==> config.mk <==
export PLATFORM = sky130hd
export DESIGN_NAME = pwconv_accum_tree
export DESIGN_NICKNAME = d
export VERILOG_FILES = /design/src/rtl/pwconv_pkg.sv /design/src/rtl/pwconv_adder_tree_pipe.sv /design/src/rtl/pwconv_accum_tree.sv
export SDC_FILE = /design/constraint.sdc
export NUM_CORES = 1
export LEC_CHECK = 0
export CAP_MARGIN = 20
export CORE_UTILIZATION = 45
export CTS_CLUSTER_DIAMETER = 200
export DETAILED_ROUTE_END_ITERATION = 16
export HOLD_SLACK_MARGIN = 0.12
export PLACE_DENSITY = 0.7
export SETUP_SLACK_MARGIN = 0.2
export SLEW_MARGIN = 20
export SYNTH_ARGS = -nofsm -noshare
export SYNTH_HDL_FRONTEND = slang
export SYNTH_SLANG_ARGS = --single-unit
==> constraint.sdc <==
create_clock -name clk -period 5.27 [get_ports clk]
set_clock_uncertainty 0.1 [all_clocks]
set_input_delay 1.054 -clock clk [delete_from_list [all_inputs] [get_ports clk]]
set_output_delay 1.054 -clock clk [all_outputs]
set_load 0.01 [all_outputs]
==> src/rtl/pwconv_pkg.sv <==
// -----------------------------------------------------------------------------
// pwconv_pkg
// Shared definitions for the pointwise-conv accumulate path:
//   - default widths for products/bias (IN_W), output (OUT_W), accumulator (ACC_W)
//   - clog2 constant function used to size the adder tree and group counter
//   - signed saturation helper (value up to SAT_W bits -> OUT_W range + clamp flag)
// No ports (package).
// -----------------------------------------------------------------------------
package pwconv_pkg;

  localparam int unsigned IN_W_DEF  = 32;
  localparam int unsigned OUT_W_DEF = 32;
  localparam int unsigned ACC_W_DEF = 48;

  // Working width of the saturation helper; accumulators up to this width fit.
  localparam int unsigned SAT_W = 64;

  typedef struct packed {
    logic             clamp;
    logic [SAT_W-1:0] val;
  } sat_res_t;

  function automatic int unsigned clog2(input int unsigned v);
    int unsigned r;
    r = 32'd0;
    for (int unsigned i = 0; i < 32; i++) begin
      if ((64'd1 << i) < 64'(v)) begin
        r = i + 32'd1;
      end else begin
        r = r;
      end
    end
    return r;
  endfunction

  // Clamp a signed value to the signed range of out_w bits; val stays sign-extended.
  function automatic sat_res_t sat_signed(input logic signed [SAT_W-1:0] v,
                                          input int unsigned out_w);
    logic signed [SAT_W-1:0] hi;
    logic signed [SAT_W-1:0] lo;
    sat_res_t                res;
    hi = (64'sd1 <<< (out_w - 32'd1)) - 64'sd1;
    lo = -hi - 64'sd1;
    if (v > hi) begin
      res.clamp = 1'b1;
      res.val   = hi;
    end else if (v < lo) begin
      res.clamp = 1'b1;
      res.val   = lo;
    end else begin
      res.clamp = 1'b0;
      res.val   = v;
    end
    return res;
  endfunction

endpackage

==> src/rtl/pwconv_adder_tree_pipe.sv <==
// -----------------------------------------------------------------------------
// pwconv_adder_tree_pipe
// Pipelined signed adder tree: an entry register stage (lanes sign-extended to
// ACC_W, padded with zero up to a power of two) followed by clog2(NUM_IN)
// registered adder levels. Valid and an opaque tag travel alongside the data.
// Ports:
//   clk, rst_b      clock, asynchronous active-low reset
//   clear_i         synchronous flush of all pipeline valids
//   valid_i, data_i beat valid and NUM_IN packed signed IN_W lanes
//   tag_i           side-band tag carried with the beat
//   valid_o, sum_o  tree output valid and ACC_W sum (LVL+1 cycles after entry)
//   tag_o           tag aligned with sum_o
// -----------------------------------------------------------------------------
module pwconv_adder_tree_pipe
  import pwconv_pkg::*;
#(
  parameter int unsigned NUM_IN = 8,
  parameter int unsigned IN_W   = IN_W_DEF,
  parameter int unsigned ACC_W  = ACC_W_DEF,
  parameter int unsigned TAG_W  = 1
) (
  input  logic                   clk,
  input  logic                   rst_b,
  input  logic                   clear_i,
  input  logic                   valid_i,
  input  logic [NUM_IN*IN_W-1:0] data_i,
  input  logic [TAG_W-1:0]       tag_i,
  output logic                   valid_o,
  output logic [ACC_W-1:0]       sum_o,
  output logic [TAG_W-1:0]       tag_o
);

  localparam int unsigned LVL = clog2(NUM_IN);
  localparam int unsigned NP  = 32'd1 << LVL;
  localparam int unsigned STG = LVL + 32'd1;

  // Heap layout: node 0 is the root, children of node i are 2i+1 and 2i+2;
  // indices NP-1 .. 2NP-2 are the leaves (held in leaf_q).
  logic [ACC_W-1:0] leaf_d [NP];
  logic [ACC_W-1:0] leaf_q [NP];
  logic [ACC_W-1:0] node_d [NP-1];
  logic [ACC_W-1:0] node_q [NP-1];
  logic [STG-1:0]   vld_q;
  logic [TAG_W-1:0] tag_q  [STG];

  for (genvar k = 0; k < NP; k++) begin : g_leaf
    if (k < NUM_IN) begin : g_lane
      assign leaf_d[k] = ACC_W'($signed(data_i[k*IN_W +: IN_W]));
    end else begin : g_pad
      assign leaf_d[k] = '0;
    end
  end

  for (genvar i = 0; i < NP - 1; i++) begin : g_node
    if (2 * i + 1 >= NP - 1) begin : g_from_leaf
      assign node_d[i] = leaf_q[2*i+1-(NP-1)] + leaf_q[2*i+2-(NP-1)];
    end else begin : g_from_node
      assign node_d[i] = node_q[2*i+1] + node_q[2*i+2];
    end
  end

  // Entry stage, adder levels and valid/tag shift register.
  always_ff @(posedge clk or negedge rst_b) begin
    if (!rst_b) begin
      for (int j = 0; j < NP; j++)      leaf_q[j] <= '0;
      for (int j = 0; j < NP - 1; j++)  node_q[j] <= '0;
      for (int j = 0; j < STG; j++)     tag_q[j]  <= '0;
      vld_q <= '0;
    end else begin
      leaf_q   <= leaf_d;
      node_q   <= node_d;
      tag_q[0] <= tag_i;
      for (int j = 1; j < STG; j++) tag_q[j] <= tag_q[j-1];
      if (clear_i) begin
        vld_q <= '0;
      end else begin
        vld_q <= {vld_q[STG-2:0], valid_i};
      end
    end
  end

  assign valid_o = vld_q[STG-1];
  assign sum_o   = node_q[0];
  assign tag_o   = tag_q[STG-1];

endmodule

==> src/rtl/pwconv_accum_tree.sv <==
// -----------------------------------------------------------------------------
// pwconv_accum_tree
// Sums NUM_IN signed products per beat through a pipelined adder tree, then
// accumulates NUM_GROUPS consecutive beats (plus the bias of the first beat)
// into one output point, with optional ReLU and saturation to OUT_W.
// Ports:
//   clk, rst_b      clock, asynchronous active-low reset
//   clear           synchronous flush of in-flight frames (wins over in_valid)
//   in_valid        beat valid (no backpressure)
//   data_in         NUM_IN packed signed products, lane k = [k*IN_W +: IN_W]
//   bias            signed bias, used only on group-0 beats
//   out_valid       one-cycle pulse per completed point
//   data_out        saturated result, held between pulses
//   sat             result was clamped (meaningful with out_valid, then held)
// -----------------------------------------------------------------------------
module pwconv_accum_tree
  import pwconv_pkg::*;
#(
  parameter int unsigned NUM_IN     = 8,
  parameter int unsigned IN_W       = IN_W_DEF,
  parameter int unsigned ACC_W      = ACC_W_DEF,
  parameter int unsigned OUT_W      = OUT_W_DEF,
  parameter int unsigned NUM_GROUPS = 4,
  parameter int unsigned RELU_EN    = 0
) (
  input  logic                   clk,
  input  logic                   rst_b,
  input  logic                   clear,
  input  logic                   in_valid,
  input  logic [NUM_IN*IN_W-1:0] data_in,
  input  logic [IN_W-1:0]        bias,
  output logic                   out_valid,
  output logic [OUT_W-1:0]       data_out,
  output logic                   sat
);

  localparam int unsigned GRP_W = (NUM_GROUPS > 1) ? clog2(NUM_GROUPS) : 32'd1;
  localparam int unsigned TAG_W = IN_W + 32'd2;
  localparam logic [GRP_W-1:0] GRP_LAST = GRP_W'(NUM_GROUPS - 32'd1);

  logic [GRP_W-1:0]        grp_q, grp_d;
  logic                    accept_s, first_s, last_s;
  logic [TAG_W-1:0]        tag_in_s, tag_out_s;
  logic                    tree_vld_s;
  logic [ACC_W-1:0]        tree_sum_s;
  logic                    tag_first_s, tag_last_s;
  logic signed [IN_W-1:0]  tag_bias_s;
  logic signed [ACC_W-1:0] acc_q, acc_d, base_s, nxt_s, relu_s;
  sat_res_t                sat_res_s;
  logic                    out_valid_q, out_valid_d;
  logic                    sat_q, sat_d;
  logic [OUT_W-1:0]        data_q, data_d;

  // Input group counter and the first/last/bias tag that rides the tree.
  always_comb begin
    accept_s = in_valid & ~clear;
    first_s  = (grp_q == '0);
    last_s   = (grp_q == GRP_LAST);
    // Bias is only meaningful on the first beat; zero it otherwise.
    tag_in_s = {first_s, last_s, first_s ? bias : {IN_W{1'b0}}};
    grp_d    = grp_q;
    if (clear) begin
      grp_d = '0;
    end else if (accept_s) begin
      if (last_s) begin
        grp_d = '0;
      end else begin
        grp_d = grp_q + GRP_W'(1'b1);
      end
    end else begin
      grp_d = grp_q;
    end
  end

  pwconv_adder_tree_pipe #(
    .NUM_IN (NUM_IN),
    .IN_W   (IN_W),
    .ACC_W  (ACC_W),
    .TAG_W  (TAG_W)
  ) u_tree (
    .clk     (clk),
    .rst_b   (rst_b),
    .clear_i (clear),
    .valid_i (accept_s),
    .data_i  (data_in),
    .tag_i   (tag_in_s),
    .valid_o (tree_vld_s),
    .sum_o   (tree_sum_s),
    .tag_o   (tag_out_s)
  );

  // Accumulate, ReLU and saturate the partial sum leaving the tree.
  always_comb begin
    tag_first_s = tag_out_s[TAG_W-1];
    tag_last_s  = tag_out_s[TAG_W-2];
    tag_bias_s  = signed'(tag_out_s[IN_W-1:0]);
    if (tag_first_s) begin
      base_s = ACC_W'(tag_bias_s);
    end else begin
      base_s = acc_q;
    end
    nxt_s = base_s + signed'(tree_sum_s);
    if ((RELU_EN != 0) && nxt_s[ACC_W-1]) begin
      relu_s = '0;
    end else begin
      relu_s = nxt_s;
    end
    sat_res_s   = sat_signed(SAT_W'(relu_s), OUT_W);
    acc_d       = acc_q;
    out_valid_d = 1'b0;
    data_d      = data_q;
    sat_d       = sat_q;
    if (clear) begin
      acc_d = '0;
    end else if (tree_vld_s) begin
      if (tag_last_s) begin
        acc_d       = '0;
        out_valid_d = 1'b1;
        data_d      = OUT_W'(sat_res_s.val);
        sat_d       = sat_res_s.clamp;
      end else begin
        acc_d = nxt_s;
      end
    end else begin
      acc_d = acc_q;
    end
  end

  // Group counter, accumulator and registered outputs.
  always_ff @(posedge clk or negedge rst_b) begin
    if (!rst_b) begin
      grp_q       <= '0;
      acc_q       <= '0;
      out_valid_q <= 1'b0;
      data_q      <= '0;
      sat_q       <= 1'b0;
    end else begin
      grp_q       <= grp_d;
      acc_q       <= acc_d;
      out_valid_q <= out_valid_d;
      data_q      <= data_d;
      sat_q       <= sat_d;
    end
  end

  assign out_valid = out_valid_q;
  assign data_out  = data_q;
  assign sat       = sat_q;

endmodule

==> impl_results.md, run 1 <==
* Status: finished clean
* Met3 GRT Util at 2.96%
* Synth-to-Final Area Change at 22.3%
* RD Place Congestion at 0.904
* Fraction of layout cells with a size suffix above 1 at 9.17%
* First-pass GRT wire length at 130000 microns
* Post-Syn Area at 35400 sq um
* Io pins at 326
* Synthesized Nets at 3691
* Setup violations, final at 0
* Drt wl/cell at 17.7 microns
* Synth area leaders: dfrtp_1, ha_1, xnor2_1
* GR Util met2 at 34.7%
* Pin count of the biggest net entering global routing at 127
* Final count of hold timing violations at 0
* Post-synth EDFFs at 0
* CP max stage delay at 0.44 ns
* LEAKAGE at 19.7 nW
* CP max-delay cell: a2111o_1
* Hold crit path type: register to register
* P per Cell Area at 512 nW/um^2
* H-Tree Depth at 3
* Worst Path Arrival at 5.35 ns
* DR iter-0 viols at 1383
* Max rail drop VDD at 266 uV
* Power, Total at 22.2 mW
* Clock network fraction of total power at 26.6%
* Die height at 282 microns
* CP max FO at 16
* Slew Viols, Final at 0
* Nets at 4102
* Clock tree buffer depth at 3
* Crit-path cells: buf_12 -> mux2_2 -> ha_2 -> o211ai_1 -> o211ai_1 -> a31oi_2 -> or3_4 -> a2111o_1 -> and3_2 -> a311oi_2 -> and4_1 -> nand4_1 -> o31ai_4 -> buf_6 -> clkbuf_16 -> nand2_1 -> a21oi_2
* CP startpoint kind: register
* Dpl cells at 4456
* Hpwl dp at 61800 microns
* GRT met1 Usage at 28.0%
* GRT Resource Usage Total at 20.8%
* Seq pwr share at 33.0%
* Top cell type's share of synthesized area at 53.5%
* Syn Inst Count at 3101
* Rows at 102
* Clock Sinks at 756
* P_int at 14.2 mW
* Net Sw Frac at 36.0%
* Clk pin slew, worst setup/hold paths at 0.06 ns
* CTS Hold Buffers Added at 0
* DRT antenna net count at 0
* DR pass1 iterations at 5
* Critical path's top delay family: compound AO/OA/AOI/OAI gates
* Vias at 24400
* Initial core utilization at 45.6%
* Vias in the first global route at 24600
* Critical path class: register to register
* Fin crit share at 92.9%
* Grt total ovfl at 0
* FMAX at 0.204 GHz
* Yosys warning count at 0
* Yosys cell types at 86
* Worst path required time at 5.73 ns
* Clk_lat worst skew at 0.65 ns
* Critical Path Sink Type: register
* Synth area leader: dfrtp_1
* GRT Max-Usage Layer: met2
* Die Wd at 282 microns
* Setup TNS after final layout at 0 ns
* Ys async rst share at 100%
* Routed WL at 81900 microns
* Count leader, synth: dfrtp_1
* Worst Tran Pin Value at 0.970 ns
* Num CTS Buffers at 82
* Root Driver: clkbuf_16
* Tmin final at 4.90 ns
* Final cell count without fillers at 4621
* Synth cell count leaders: dfrtp_1, ha_1, a21oi_1
* P_sw at 7.98 mW
* Maximum capacitance violations at 0
* CORE AREA at 77600 sq um
* Number of port buffers at 325
* # fillers at 6648
* DR DRC count at 0
* Post-synthesis sequential area ratio at 53.5%
* Combinational share of power at 40.4%
* Mean area per synthesized cell at 11.4 sq um
* Vias per cell at 5.27
* Die area at 79700 sq um
* TritonCTS clock tree: built
* Most Frequent Cell on Critical Path: o211ai_1
* Register bit total from synthesis at 756
* RSZ-0062 raised after global routing: false
* Initial antenna violation count at 7
* Prevailing post-synth register cell: dfrtp_1
* Max-slew headroom at 33.6%
* Crit path buffers/inverters at 3
power by group through the flow:
stage	combinational (mW)	sequential [mW]	clock [mW]
after CTS	8.73	7.32	6.03
after detailed placement	8.66	7.41	0
after floorplan	6.41	7.18	0
after global placement	8.62	7.40	0
final	8.96	7.31	5.88
after global routing	9.97	7.39	6.28
per-stage QoR:
step | setup slack (ns) | hold slack, ns | cell area (sq um) | utilization (%)
after CTS | 0.181 | 0.238 | 42900 | 55.3
final | 0.372 | 0.241 | 43300 | 55.8
after global routing | 0.140 | 0.248 | 43300 | 55.7
after detailed placement | 0.191 | 0.235 | 40100 | 51.7
after floorplan | 0.291 | 0.231 | 35400 | -
after global placement | 0.225 | 0.233 | 40100 | 51.7
final timing paths:
| check | startpoint | endpoint | slack (ns) | cells after the start |
|---|---|---|---|---|
| setup / recovery | u_tree.tag_o[33] | data_out[17] | 0.37 | 17 |
| hold / removal | u_tree.tag_q[61] | u_tree.tag_o[27] | 0.24 | 0 |
| setup reg to reg | u_tree.tag_o[33] | data_out[17] | 0.37 | 17 |
| hold reg to reg | u_tree.tag_q[61] | u_tree.tag_o[27] | 0.24 | 0 |
| max in group asynchronous | rst_b | u_tree.leaf_q[343] | 3.55 | 2 |
| min in group asynchronous | rst_b | u_tree.tag_o[26] | 0.35 | 1 |
cells in the final DEF, fill, tap and decap left out, types with 14 or more instances in the layout:
master / synthesis / final
a211oi_1: 21 / 20
a21boi_0: 18 / 18
a21o_1: 113 / 113
a21oi_1: 233 / 230
a21oi_2: 33 / 36
a22o_1: 42 / 42
a31oi_1: 30 / 29
and2_1: 47 / 47
and3_1: 26 / 26
buf_4: 3 / 44
clkbuf_16: 0 / 89
clkbuf_8: 2 / 19
clkdlybuf4s50_1: 0 / 324
dfrtp_1: 756 / 755
ha_1: 290 / 287
inv_1: 117 / 117
mux2_2: 33 / 33
nand2_1: 177 / 176
nand2b_1: 38 / 37
nand3_1: 60 / 60
nand4_1: 27 / 27
nor2_1: 198 / 197
nor2b_1: 36 / 36
nor3_1: 42 / 40
o211ai_1: 14 / 14
o21a_1: 55 / 54
o21ai_0: 160 / 160
o21bai_1: 36 / 36
xnor2_1: 179 / 179
xor2_1: 57 / 57
layer usage:
layer,vias up,routed length (microns)
met5,-,10
met4,2,2320
met3,146,3400
met2,555,39100
met1,11800,37000
li1,11900,-
repair_timing:
item	in CTS	in global routing
endpoints found under the hold margin	0	0
pin swaps	0	5
setup endpoints to repair	19	32
resized for setup	1	27
setup buffers	0	5
gates cloned	0	7
cells by family after synthesis:
kind of cell | after synthesis | share of synthesized area, %
xor+xnor | 236 | 5.85
mux | 36 | 1.14
fa+ha+maj | 298 | 10.7
buf+inv | 178 | 2.30
flops | 756 | 53.5
compound gates | 865 | 16.3
simple gates | 732 | 10.2
cell type report:
| class | count | area, sq um | share of cell area [%] |
|---|---|---|---|
| Antenna cell | 3 | 7.51 | 0.0174 |
| Clock buffer | 115 | 2390 | 5.52 |
| Clock inverter | 35 | 453 | 1.05 |
| Inverter | 117 | 439 | 1.02 |
| Multi-Input combinational cell | 2167 | 15800 | 36.4 |
| Sequential cell | 756 | 18900 | 43.7 |
| Tap cell | 1040 | 1300 | 3.01 |
| Timing Repair Buffer | 388 | 3990 | 9.22 |
state kept, by name, summed over array words and instances (netlist names):
signal         count
acc_q             48
data_out          32
grp_q              2
out_valid          1
sat                1
u_tree.leaf_q    256
u_tree.node_q    228
u_tree.sum_o      48
u_tree.tag_o      34
u_tree.tag_q     102
u_tree.vld_q       4
(Power assumes the default switching activity.)
==> run 2, diff against run 1 <==
--- a/config.mk
+++ b/config.mk
@@ -16,3 +16,4 @@
 export SYNTH_ARGS = -nofsm -noshare
 export SYNTH_HDL_FRONTEND = slang
 export SYNTH_SLANG_ARGS = --single-unit
+export TNS_END_PERCENT = 10
==> constraint.sdc (replaced) <==
create_clock -name clk -period 5.27 [get_ports clk]
set_clock_uncertainty 0.1 [all_clocks]
set_input_delay 0.7905 -clock clk [delete_from_list [all_inputs] [get_ports clk]]
set_output_delay 0.7905 -clock clk [all_outputs]
set_load 0.01 [all_outputs]
==> impl_results.md, run 2 (synthesis gave the netlist of run 1 again) <==
* Status: finished clean (unchanged)
* P per Cell Area at 506 nW/um^2 (was 512 nW/um^2)
* Fraction of layout cells with a size suffix above 1 at 8.20% (was 9.17%)
* Pin count of the biggest net entering global routing at 117 (was 127)
* Design Area, Final at 42900 sq um (was 43300 sq um)
* DR iter-0 viols at 1284 (was 1383)
* Final cell count without fillers at 4605 (was 4621)
* R2r setup slk at 0.37 ns (about the same)
* Synth-to-Final Area Change at 21.3% (was 22.3%)
* P_sw at 7.77 mW (was 7.98 mW)
* Commonest cells after routing, fill and taps aside: dfrtp_1, clkdlybuf4s50_1, ha_1 (unchanged)
* Clk_lat worst skew at 0.63 ns (was 0.65 ns)
* Final setup margin at 0.368 ns (was 0.372 ns)
* Rows at 102 (unchanged)
* Critical Path Sink Type: register (unchanged)
* Num CTS Buffers at 81 (was 82)
* Max reg flops at 256 (unchanged)
* Combinational share of power at 40.3% (was 40.4%)
* Io pins at 326 (unchanged)
* CTS Hold Buffers Added at 0 (unchanged)
* DR pass1 iterations at 5 (unchanged)
* Fin crit share at 93.0% (was 92.9%)
* P_int at 14.0 mW (was 14.2 mW)
* Critical path class: register to register (unchanged)
* Clock Sinks at 756 (unchanged)
* Top reg by flops: u_tree.leaf_q (unchanged)
* RD Place Congestion at 0.898 (was 0.904)
* Vias per cell at 5.27 (about the same)
* DRT antenna net count at 0 (unchanged)
* RSZ-0062 raised after global routing: false (unchanged)
* Hold crit path type: input port to asynchronous set/reset pin (was register to register)
* Power, Total at 21.7 mW (was 22.2 mW)
* Vias at 24300 (was 24400)
* CP max stage delay at 0.54 ns (was 0.44 ns)
* Clk pin slew, worst setup/hold paths at 0.06 ns (about the same)
* Setup TNS after final layout at 0 ns (unchanged)
* DP Area at 40100 sq um (about the same)
* CORE AREA at 77600 sq um (unchanged)
* Largest regs: u_tree.leaf_q: 256 flops, u_tree.node_q: 228 flops, u_tree.tag_q: 102 flops (unchanged)
* Die area at 79700 sq um (unchanged)
* GRT Resource Usage Total at 20.6% (was 20.8%)
* LEAKAGE at 19.6 nW (was 19.7 nW)
* Grt total ovfl at 0 (unchanged)
* Slew Viols, Final at 0 (unchanged)
* CP startpoint kind: register (unchanged)
* Seq pwr share at 33.6% (was 33.0%)
* Clock tree buffer depth at 3 (unchanged)
* TritonCTS clock tree: built (unchanged)
* DR DRC count at 0 (unchanged)
* FMAX at 0.204 GHz (about the same)
* Root Driver: clkbuf_16 (unchanged)
* Max rail drop VDD at 259 uV (was 266 uV)
* Commonest non-fill, non-tap cell in the layout: dfrtp_1 (unchanged)
* Hpwl dp at 61600 microns (was 61800 microns)
* Worst Path Arrival at 5.29 ns (was 5.35 ns)
* Worst Tran Pin Value at 0.976 ns (was 0.970 ns)
* Maximum capacitance violations at 0 (unchanged)
* Routed WL at 80600 microns (was 81900 microns)
* Initial antenna violation count at 4 (was 7)
* Most Frequent Cell on Critical Path: or4_4 (was o211ai_1)
* Worst slack at placement at 0.181 ns (was 0.191 ns)
* Tmin final at 4.90 ns (about the same)
* Max-slew headroom at 33.3% (was 33.6%)
* Worst path required time at 5.66 ns (was 5.73 ns)
* CP max FO at 10 (was 16)
* Nets at 4093 (was 4102)
* Number of port buffers at 325 (unchanged)
* Die height at 282 microns (unchanged)
* Initial core utilization at 45.6% (unchanged)
* Net Sw Frac at 35.8% (was 36.0%)
* Final count of hold timing violations at 0 (unchanged)
* Drt wl/cell at 17.5 microns (was 17.7 microns)
* Setup violations, final at 0 (unchanged)
* Vias in the first global route at 24600 (about the same)
* First-pass GRT wire length at 129000 microns (was 130000 microns)
* Postcts setup bufs at 0 (unchanged)
* Crit-path cells: buf_6 -> mux2_2 -> ha_2 -> and4_1 -> and3_2 -> nand3_1 -> or3_4 -> a211o_1 -> a21oi_1 -> xor2_1 -> or4_4 -> or4_4 -> nor4_4 -> a31o_4 -> clkbuf_16 -> a21oi_2 (was buf_12 -> mux2_2 -> ha_2 -> o211ai_1 -> o211ai_1 -> a31oi_2 -> or3_4 -> a2111o_1 -> and3_2 -> a311oi_2 -> and4_1 -> nand4_1 -> o31ai_4 -> buf_6 -> clkbuf_16 -> nand2_1 -> a21oi_2)
* H-Tree Depth at 3 (unchanged)
* CP max-delay cell: or4_4 (was a2111o_1)
* Dpl cells at 4458 (was 4456)
* Die Wd at 282 microns (unchanged)
* Clock network fraction of total power at 26.1% (was 26.6%)
-- run 2: changes by cell type in the layout (fill, tap and decap cells not counted), sizes merged --
cell / previous run / this run
clkinv: 17 / 12
inv: 122 / 121
clkinvlp: 7 / 3
clkbuf: 121 / 118
buf: 58 / 55
-- run 2: timing repair --
action / CTS / global route
resized for setup: 3 / 16
hold endpoints to repair: 0 / 0
gates cloned: 0 / 2
pin swaps: 0 / 3
endpoints found under the setup margin: 21 / 32
-- run 2: path summary, 6_finish.rpt --
| check | endpoint | depth (start not counted) | start |
|---|---|---|---|
| worst max register to register | data_out[12] | 16 | u_tree.tag_o[33] |
| max in group asynchronous | u_tree.leaf_q[197] | 2 | rst_b |
| worst min-delay path | u_tree.tag_q[60] | 1 | rst_b |
| worst min register to register | u_tree.tag_o[25] | 0 | u_tree.tag_q[59] |
| worst max-delay path | data_out[12] | 16 | u_tree.tag_o[33] |
| min in group clk | u_tree.tag_o[25] | 0 | u_tree.tag_q[59] |
-- run 2: layer usage --
layer	share of wire (%)	up-vias	global-route usage (%)
met2	47	582	34.2
met5	0	-	0
li1	-	11900	-
met1	46	11700	27.9
met3	4.2	128	2.95
met4	2.8	0	6.51
-- run 2: power groups by stage --
stage          Combinational [mW]  Sequential [mW]  Clock [mW]
6_report                     8.76             7.29        5.68
5_1_grt                      9.78             7.39        6.08
4_1_cts                      8.70             7.30        5.84
3_5_place_dp                 8.63             7.39           0
3_3_place_gp                 8.60             7.39           0
2_1_floorplan                6.41             7.18           0
-- run 2: cell type report --
class                   instances  area (sq um)
flip-flops and latches        756         18900
inverters                     117           439
clock buffers                 117          2340
well taps                    1040          1300
fillers                      6700         34700
repair buffers                380          3840
multi-input cells            2167         15700
clock inverters                25           349
diodes                          3          7.51
-- run 2: critical path, delay by kind of cell, from the launching register on --
| family | cells | cell delay, ns |
|---|---|---|
| and+or+nand+nor | 7 | 2.25 |
| muxes | 1 | 0.35 |
| xor gates and xnor gates | 1 | 0.11 |
| DFF | 1 | 0.42 |
| adders and majority gates | 1 | 0.40 |
| buffers and inverters | 2 | 0.36 |
| AOI/OAI and AO/OA | 4 | 0.79 |
-- run 2: per-stage QoR --
stage / util, % / hold WS [ns]
global route: 55.3 / 0.203
CTS: 55.2 / 0.157
global placement: 51.7 / 0.231
floorplan: - / 0.231
finish: 55.3 / 0.153
detailed placement: 51.7 / 0.235
